===== src/rtl/branch_pkg.sv =====
// Shared types for the branch reservation station: branch kinds, entry payload
// and the CDB wakeup helper used for both stored entries and dispatch bypass.
package branch_pkg;

    localparam int unsigned TAG_W_DEFAULT = 5;
    localparam int unsigned XLEN          = 32;

    typedef enum logic [2:0] {
        BR_BEQ  = 3'b000,
        BR_BNE  = 3'b001,
        BR_BLT  = 3'b100,
        BR_BGE  = 3'b101,
        BR_BLTU = 3'b110,
        BR_JAL  = 3'b111
    } branch_type_e;

    typedef struct packed {
        logic                     valid;
        logic [TAG_W_DEFAULT-1:0] rob_tag;
        logic [XLEN-1:0]          pc;
        logic [XLEN-1:0]          imm;
        branch_type_e             br_type;
        logic                     pred_taken;
        logic [XLEN-1:0]          pred_target;
        logic                     rs1_rdy;
        logic [TAG_W_DEFAULT-1:0] rs1_tag;
        logic [XLEN-1:0]          rs1_val;
        logic                     rs2_rdy;
        logic [TAG_W_DEFAULT-1:0] rs2_tag;
        logic [XLEN-1:0]          rs2_val;
    } branch_rs_entry_t;

    // Capture a CDB broadcast into any waiting operand of a valid entry.
    function automatic branch_rs_entry_t rs_wake(
        input branch_rs_entry_t         e,
        input logic                     cdb_valid,
        input logic [TAG_W_DEFAULT-1:0] cdb_tag,
        input logic [XLEN-1:0]          cdb_value
    );
        branch_rs_entry_t r;
        r = e;
        if (e.valid && cdb_valid) begin
            if (!e.rs1_rdy && e.rs1_tag == cdb_tag) begin
                r.rs1_rdy = 1'b1;
                r.rs1_val = cdb_value;
            end
            if (!e.rs2_rdy && e.rs2_tag == cdb_tag) begin
                r.rs2_rdy = 1'b1;
                r.rs2_val = cdb_value;
            end
        end
        return r;
    endfunction

endpackage


===== src/rtl/branch_rs_select.sv =====
// Oldest-first picker: finds the lowest-index set bit of the ready vector.
module branch_rs_select #(
    parameter int unsigned DEPTH = 4,
    parameter int unsigned IDX_W = $clog2(DEPTH)
) (
    input  logic [DEPTH-1:0] i_ready,
    output logic [DEPTH-1:0] o_onehot,
    output logic [IDX_W-1:0] o_idx,
    output logic             o_any
);

    always_comb begin
        o_idx = '0;
        for (int i = int'(DEPTH) - 1; i >= 0; i--) begin
            if (i_ready[i]) o_idx = IDX_W'(i);
        end
    end

    assign o_onehot = i_ready & (~i_ready + DEPTH'(1));
    assign o_any    = |i_ready;

endmodule


===== src/rtl/branch_rs.sv =====
// Branch-unit reservation station: compacting age-ordered queue with CDB wakeup,
// dispatch bypass and oldest-ready issue over a valid/ready handshake.
module branch_rs
    import branch_pkg::*;
#(
    parameter int unsigned DEPTH = 4,
    parameter int unsigned TAG_W = TAG_W_DEFAULT,
    localparam int unsigned CNT_W = $clog2(DEPTH + 1),
    localparam int unsigned IDX_W = $clog2(DEPTH)
) (
    input  logic             clk,
    input  logic             rst_n,
    input  logic             disp_valid,
    output logic             disp_ready,
    input  logic [TAG_W-1:0] disp_rob_tag,
    input  logic [31:0]      disp_pc,
    input  logic [31:0]      disp_imm,
    input  logic [2:0]       disp_branch_type,
    input  logic             disp_pred_taken,
    input  logic [31:0]      disp_pred_target,
    input  logic             disp_rs1_rdy,
    input  logic [TAG_W-1:0] disp_rs1_tag,
    input  logic [31:0]      disp_rs1_val,
    input  logic             disp_rs2_rdy,
    input  logic [TAG_W-1:0] disp_rs2_tag,
    input  logic [31:0]      disp_rs2_val,
    input  logic             cdb_valid,
    input  logic [TAG_W-1:0] cdb_tag,
    input  logic [31:0]      cdb_value,
    input  logic             flush,
    output logic             iss_valid,
    input  logic             iss_ready,
    output logic [TAG_W-1:0] iss_rob_tag,
    output logic [31:0]      iss_rs1_val,
    output logic [31:0]      iss_rs2_val,
    output logic [31:0]      iss_pc,
    output logic [31:0]      iss_imm,
    output logic [2:0]       iss_branch_type,
    output logic             iss_pred_taken,
    output logic [31:0]      iss_pred_target,
    output logic [CNT_W-1:0] count
);

    branch_rs_entry_t r_ent [DEPTH];
    logic [CNT_W-1:0] r_count;

    branch_rs_entry_t w_woken [DEPTH+1];
    branch_rs_entry_t w_next  [DEPTH];
    branch_rs_entry_t w_new;
    branch_rs_entry_t w_sel;
    logic [DEPTH-1:0] w_ready;
    logic [DEPTH-1:0] w_sel_oh;
    logic [IDX_W-1:0] w_sel_idx;
    logic             w_sel_any;
    logic             w_iss_fire;
    logic             w_disp_fire;
    logic [CNT_W-1:0] w_wr_idx;
    logic [CNT_W-1:0] w_count_next;
    logic [TAG_W_DEFAULT-1:0] w_cdb_tag;

    assign w_cdb_tag = TAG_W_DEFAULT'(cdb_tag);

    always_comb begin
        for (int unsigned i = 0; i < DEPTH; i++) begin
            w_ready[i] = r_ent[i].valid & r_ent[i].rs1_rdy & r_ent[i].rs2_rdy;
        end
    end

    branch_rs_select #(
        .DEPTH (DEPTH),
        .IDX_W (IDX_W)
    ) u_select (
        .i_ready  (w_ready),
        .o_onehot (w_sel_oh),
        .o_idx    (w_sel_idx),
        .o_any    (w_sel_any)
    );

    // AND-OR mux leaves every field zero when nothing is selected.
    always_comb begin
        w_sel = '0;
        for (int unsigned i = 0; i < DEPTH; i++) begin
            if (w_sel_oh[i]) w_sel = w_sel | r_ent[i];
        end
    end

    assign iss_valid       = w_sel_any;
    assign iss_rob_tag     = TAG_W'(w_sel.rob_tag);
    assign iss_rs1_val     = w_sel.rs1_val;
    assign iss_rs2_val     = w_sel.rs2_val;
    assign iss_pc          = w_sel.pc;
    assign iss_imm         = w_sel.imm;
    assign iss_branch_type = w_sel.br_type;
    assign iss_pred_taken  = w_sel.pred_taken;
    assign iss_pred_target = w_sel.pred_target;
    assign disp_ready      = (r_count < CNT_W'(DEPTH));
    assign count           = r_count;

    assign w_iss_fire  = iss_valid & iss_ready;
    assign w_disp_fire = disp_valid & disp_ready;
    assign w_wr_idx    = r_count - CNT_W'(w_iss_fire);

    // Incoming µop, with operands captured from a coincident CDB broadcast.
    always_comb begin
        w_new             = '0;
        w_new.valid       = 1'b1;
        w_new.rob_tag     = TAG_W_DEFAULT'(disp_rob_tag);
        w_new.pc          = disp_pc;
        w_new.imm         = disp_imm;
        w_new.br_type     = branch_type_e'(disp_branch_type);
        w_new.pred_taken  = disp_pred_taken;
        w_new.pred_target = disp_pred_target;
        w_new.rs1_rdy     = disp_rs1_rdy;
        w_new.rs1_tag     = TAG_W_DEFAULT'(disp_rs1_tag);
        w_new.rs1_val     = disp_rs1_val;
        w_new.rs2_rdy     = disp_rs2_rdy;
        w_new.rs2_tag     = TAG_W_DEFAULT'(disp_rs2_tag);
        w_new.rs2_val     = disp_rs2_val;
        w_new             = rs_wake(w_new, cdb_valid, w_cdb_tag, cdb_value);
    end

    // Wakeup, then compaction over the issued slot, then dispatch write.
    always_comb begin
        w_woken[DEPTH] = '0;
        for (int unsigned i = 0; i < DEPTH; i++) begin
            w_woken[i] = rs_wake(r_ent[i], cdb_valid, w_cdb_tag, cdb_value);
        end
        for (int unsigned i = 0; i < DEPTH; i++) begin
            w_next[i] = w_woken[i];
            if (w_iss_fire && i >= 32'(w_sel_idx)) w_next[i] = w_woken[i+1];
            if (w_disp_fire && CNT_W'(i) == w_wr_idx) w_next[i] = w_new;
            if (flush) w_next[i] = '0;
        end
        w_count_next = r_count + CNT_W'(w_disp_fire) - CNT_W'(w_iss_fire);
        if (flush) w_count_next = '0;
    end

    always_ff @(posedge clk or negedge rst_n) begin
        if (!rst_n) begin
            for (int unsigned i = 0; i < DEPTH; i++) r_ent[i] <= '0;
            r_count <= '0;
        end else begin
            for (int unsigned i = 0; i < DEPTH; i++) r_ent[i] <= w_next[i];
            r_count <= w_count_next;
        end
    end

endmodule


===== config.mk =====
export PLATFORM = sky130hd
export DESIGN_NAME = branch_rs
export DESIGN_NICKNAME = d
export VERILOG_FILES = /design/src/rtl/branch_pkg.sv /design/src/rtl/branch_rs_select.sv /design/src/rtl/branch_rs.sv
export SDC_FILE = /design/constraint.sdc
export NUM_CORES = 2
export LEC_CHECK = 0
export ABC_AREA = 1
export BUFFER_PORTS_ARGS = -buffer_cell sky130_fd_sc_hd__buf_2
export CORE_UTILIZATION = 50
export DETAILED_ROUTE_END_ITERATION = 16
export PLACE_DENSITY = 0.69
export SYNTH_ARGS = -nofsm -noshare
export SYNTH_HDL_FRONTEND = slang
export SYNTH_SLANG_ARGS = --single-unit

===== constraint.sdc =====
create_clock -name clk -period 3.55 [get_ports clk]
set_input_delay 0.1775 -clock clk [delete_from_list [all_inputs] [get_ports clk]]
set_output_delay 0.1775 -clock clk [all_outputs]
set_load 0.02 [all_outputs]

==> qor.yml <==
route:
  ant_nets: 0
  viasPerCell: 6.100
  num_vias: 47440
  finalWirelength_um: 172400
  drt_iter0_drc: 6239
  wl_per_cell_um: 22.17
  dr.pass1.iters: 8
  drcViolationCount: 0
setup_path:
  startpoint: "r_ent[583]$_DFFE_PN0P_"
  reg2reg_from: "r_ent[583]$_DFFE_PN0P_"
  cp.required_ns: 3.37
  path_delay_family: "buffers and inverters"
  cp_num_cells: 9
  critical_path.max_fanout: 44
  path_common_cell: "buf_4"
  critical_path_class: "flop to output port"
  worst_path_max_delay_cell: "buf_4"
  slowest_delay_ns: 0.55
  crit_arrival_ns: 3.28
  endpoint_kind: "output port"
  crit_end: "iss_rs1_val[9]"
  startpoint_type: "flop"
  r2r_slack_ns: 0.22
  cp_num_buf_inv: 4
  reg2reg_depth: 15
  r2r_end: "r_ent[458]$_DFFE_PN0P_"
  crit_chain: "nand3_4 > buf_6 > nand4_1 > buf_4 > buf_4 > nor2_1 > a221oi_1 > o21ai_0 > buf_2"
place:
  dpl_cell_area_mm2: 0.04657
  io_buffer_count: 397
  dpl.hpwl_um: 95390
  place_congestion: 0.9429
  post-place-ws_ns: 0.2054
synth:
  synth_adder_area_share_pct: 0.1610
  synth_top_area_share_pct: 42.03
  synth_area_per_cell_um2: 6.988
  muxShareOfSynthArea_pct: 0
  syn-num-nets: 6458
  synth_edf_count: 0
  synth_top_family_by_area: "simple AND/OR/NAND/NOR gates"
  synth_compound_area_share_pct: 21.24
  postSynthCellCount: 6229
  synthArstFlopShare_pct: 100.0
  synthFlopType: "dfrtp_1"
  ys_types: 37
  yosysWarnings: 0
  yosysMostFrequentCell: "nand2_1"
  ys_seq_area_share_pct: 42.03
  ys_top_cells_by_count: "nand2_1 (1499), inv_1 (945), nand3_1 (750), o21ai_0 (734), dfrtp_1 (731)"
  synth-xor-area-share_pct: 0.1610
  syn-cell-area_mm2: 0.04353
  yosysTopAreaCell: "dfrtp_1"
  synthTopCellsByArea: "dfrtp_1 (42%), nand2_1 (13%), nand3_1 (8.6%)"
  synthSimpleGateAreaFrac_pct: 23.58
  synth_seq_cells: 731
sta:
  setup_ws_ns: 0.09041
  setup_tns_ns: 0
  clock_skew_ns: 0.03011
  fin_crit_ns: 3.460
  relSlewSlack_pct: 28.82
  period_share_pct: 97.45
  fmax_mhz: 289.1
  setup_viol: 0
  finalHoldViolCount: 0
  worst_pin_slew_ns: 1.068
  rsz0062_at_grt: "no"
  slew_viol_final: 0
cells_and_area:
  post-route-util_pct: 59.94
  n_fill_cell: 7995
  drive_gt1_share_pct: 10.54
  multiInputGateArea_mm2: 0.01983
  final-seq-area_mm2: 0.01829
  nets: 6783
  design_area_mm2: 0.05136
  area_growth_pct: 18.00
clock_network:
  cts_sinks: 731
  clockBufferDepth: 3
  cts_tree: "built"
  insertion_delay_ns: 0.66
  cts.clk_slew.worst_paths_ns: 0.06
  h-tree-depth: 3
  cts_buffers: 85
  root_buffer: "clkbuf_16"
  post-cts-setup-buffers: 0
run:
  drv_cap: 0
die:
  die-area_mm2: 0.08824
  initial_core_util_pct: 50.80
  core_area_mm2: 0.08568
  io_pins: 398
  rows: 107
  die_h_um: 297.1
  die_x_um: 297.1
grt:
  antenna_found_initial: 16
  grt_pass1_wl_um: 263600
  grt_max_degree: 154
  grt_pass1_vias: 45189
  grt_util_all_layers_pct: 37.97
  grt_overflow: 0
pwr:
  p_leak_uw: 0.02482
  clockPowerShare_pct: 33.0
  p_total_uw: 26610
  peakVddDrop_mv: 0.5083
  p_sw_share_pct: 35.92
  combPwrFrac_pct: 27.7
  p_sw_uw: 9556
  p_seq_share_pct: 39.3
  p_int_uw: 17050
  powerDensity_mw_per_mm2: 518.0
status:
  status: "finished clean"
worst_hold_path:
  min_path_type: "primary input to flop"
power groups by stage:
| stage | Sequential [uW] | Clock, uW | Combinational (uW) |
|---|---|---|---|
| final | 10500 | 8790 | 7360 |
| after global routing | 10600 | 9140 | 8070 |
| after CTS | 10400 | 8840 | 7150 |
| after detailed placement | 10600 | 0 | 6940 |
| after global placement | 10500 | 0 | 6820 |
| after floorplan | 10400 | 0 | 4670 |
flip-flops by register name (all words and copies together), names as in the netlist:
register,flops
count,3
r_ent,728
cell type report:
type | count | share of cell area, %
multi-input combinational | 4054 | 38.60
sequential | 731 | 35.62
timing repair buffer | 720 | 10.50
inverter | 962 | 7.065
clock buffer | 133 | 4.943
tap | 1144 | 2.787
clock inverter | 21 | 0.4239
antenna | 12 | 0.05847
worst min path at each step:
stage / from / end / slack (ns) / cells after the start
4_1_cts: disp_rs2_val[30] / r_ent[30]$_DFF_PN0_ / 0.0005 / 5
5_1_grt: cdb_value[28] / r_ent[28]$_DFF_PN0_ / 0.04 / 5
6_report: cdb_value[13] / r_ent[13]$_DFF_PN0_ / 0.02 / 5
3_5_place_dp: rst_n / r_ent[248]$_DFF_PN0_ / 0.18 / 1
3_3_place_gp: rst_n / r_ent[248]$_DFF_PN0_ / 0.17 / 1
2_1_floorplan: rst_n / count[0]$_DFF_PN0_ / -0.12 / 0
layout by cell type, fill, tap and decap left out, drive strengths merged, types with 2 or more instances in the layout:
cell | netlist | final
nand2 | 1500 | 1500
inv | 957 | 959
o21ai | 837 | 837
nand3 | 751 | 751
dfrtp | 731 | 731
buf | 166 | 521
o22ai | 458 | 458
dlygate4sd3 | 0 | 199
a21oi | 149 | 149
clkbuf | 316 | 133
a22oi | 115 | 115
nor2 | 85 | 85
nand4 | 71 | 71
a221oi | 32 | 32
o2111ai | 32 | 32
clkinv | 5 | 20
diode | 0 | 12
nor3 | 6 | 6
xnor2 | 4 | 4
xor2 | 4 | 4
ha | 4 | 4
clkinvlp | 0 | 3
or2 | 2 | 2
repair_timing:
action,CTS,global route
hold buffers,199,0
endpoints found under the setup margin,0,62
hold endpoints to repair,704,0
resized for setup,0,5
layer usage:
layer  track usage [%]  part of all wire (%)  vias up
met5                 0                 0.037        -
met4             18.20                   4.9       10
met3             7.786                    12      649
met2             58.69                    45     3133
met1             50.92                    39    22263
li1                  -                     -    21385
through the flow:
stage / std cells / hold WS (ns)
after global routing: 7775 / 0.03823
after CTS: 7765 / 0.0004704
after detailed placement: 7412 / 0.1769
after global placement: 7412 / 0.1743
final: 7777 / 0.01730
after floorplan: 6229 / -0.1181
tightest hold or removal path, stage by stage:
cell and delay [ns]:
buf_2 0.16, nand4_1 0.13, nand2_1 0.06, inv_1 0.05, o21ai_1 0.05
cells by family (layout without fill, tap and decap cells):
family          Yosys count  after routing
compound gates         1625           1625
flops                   731            731
buf+inv                1444           1836
xor+xnor                  8              8
other cells               0             12
simple gates           2416           2416
fa+ha+maj                 5              5
Power figures use the tool's default switching activity.
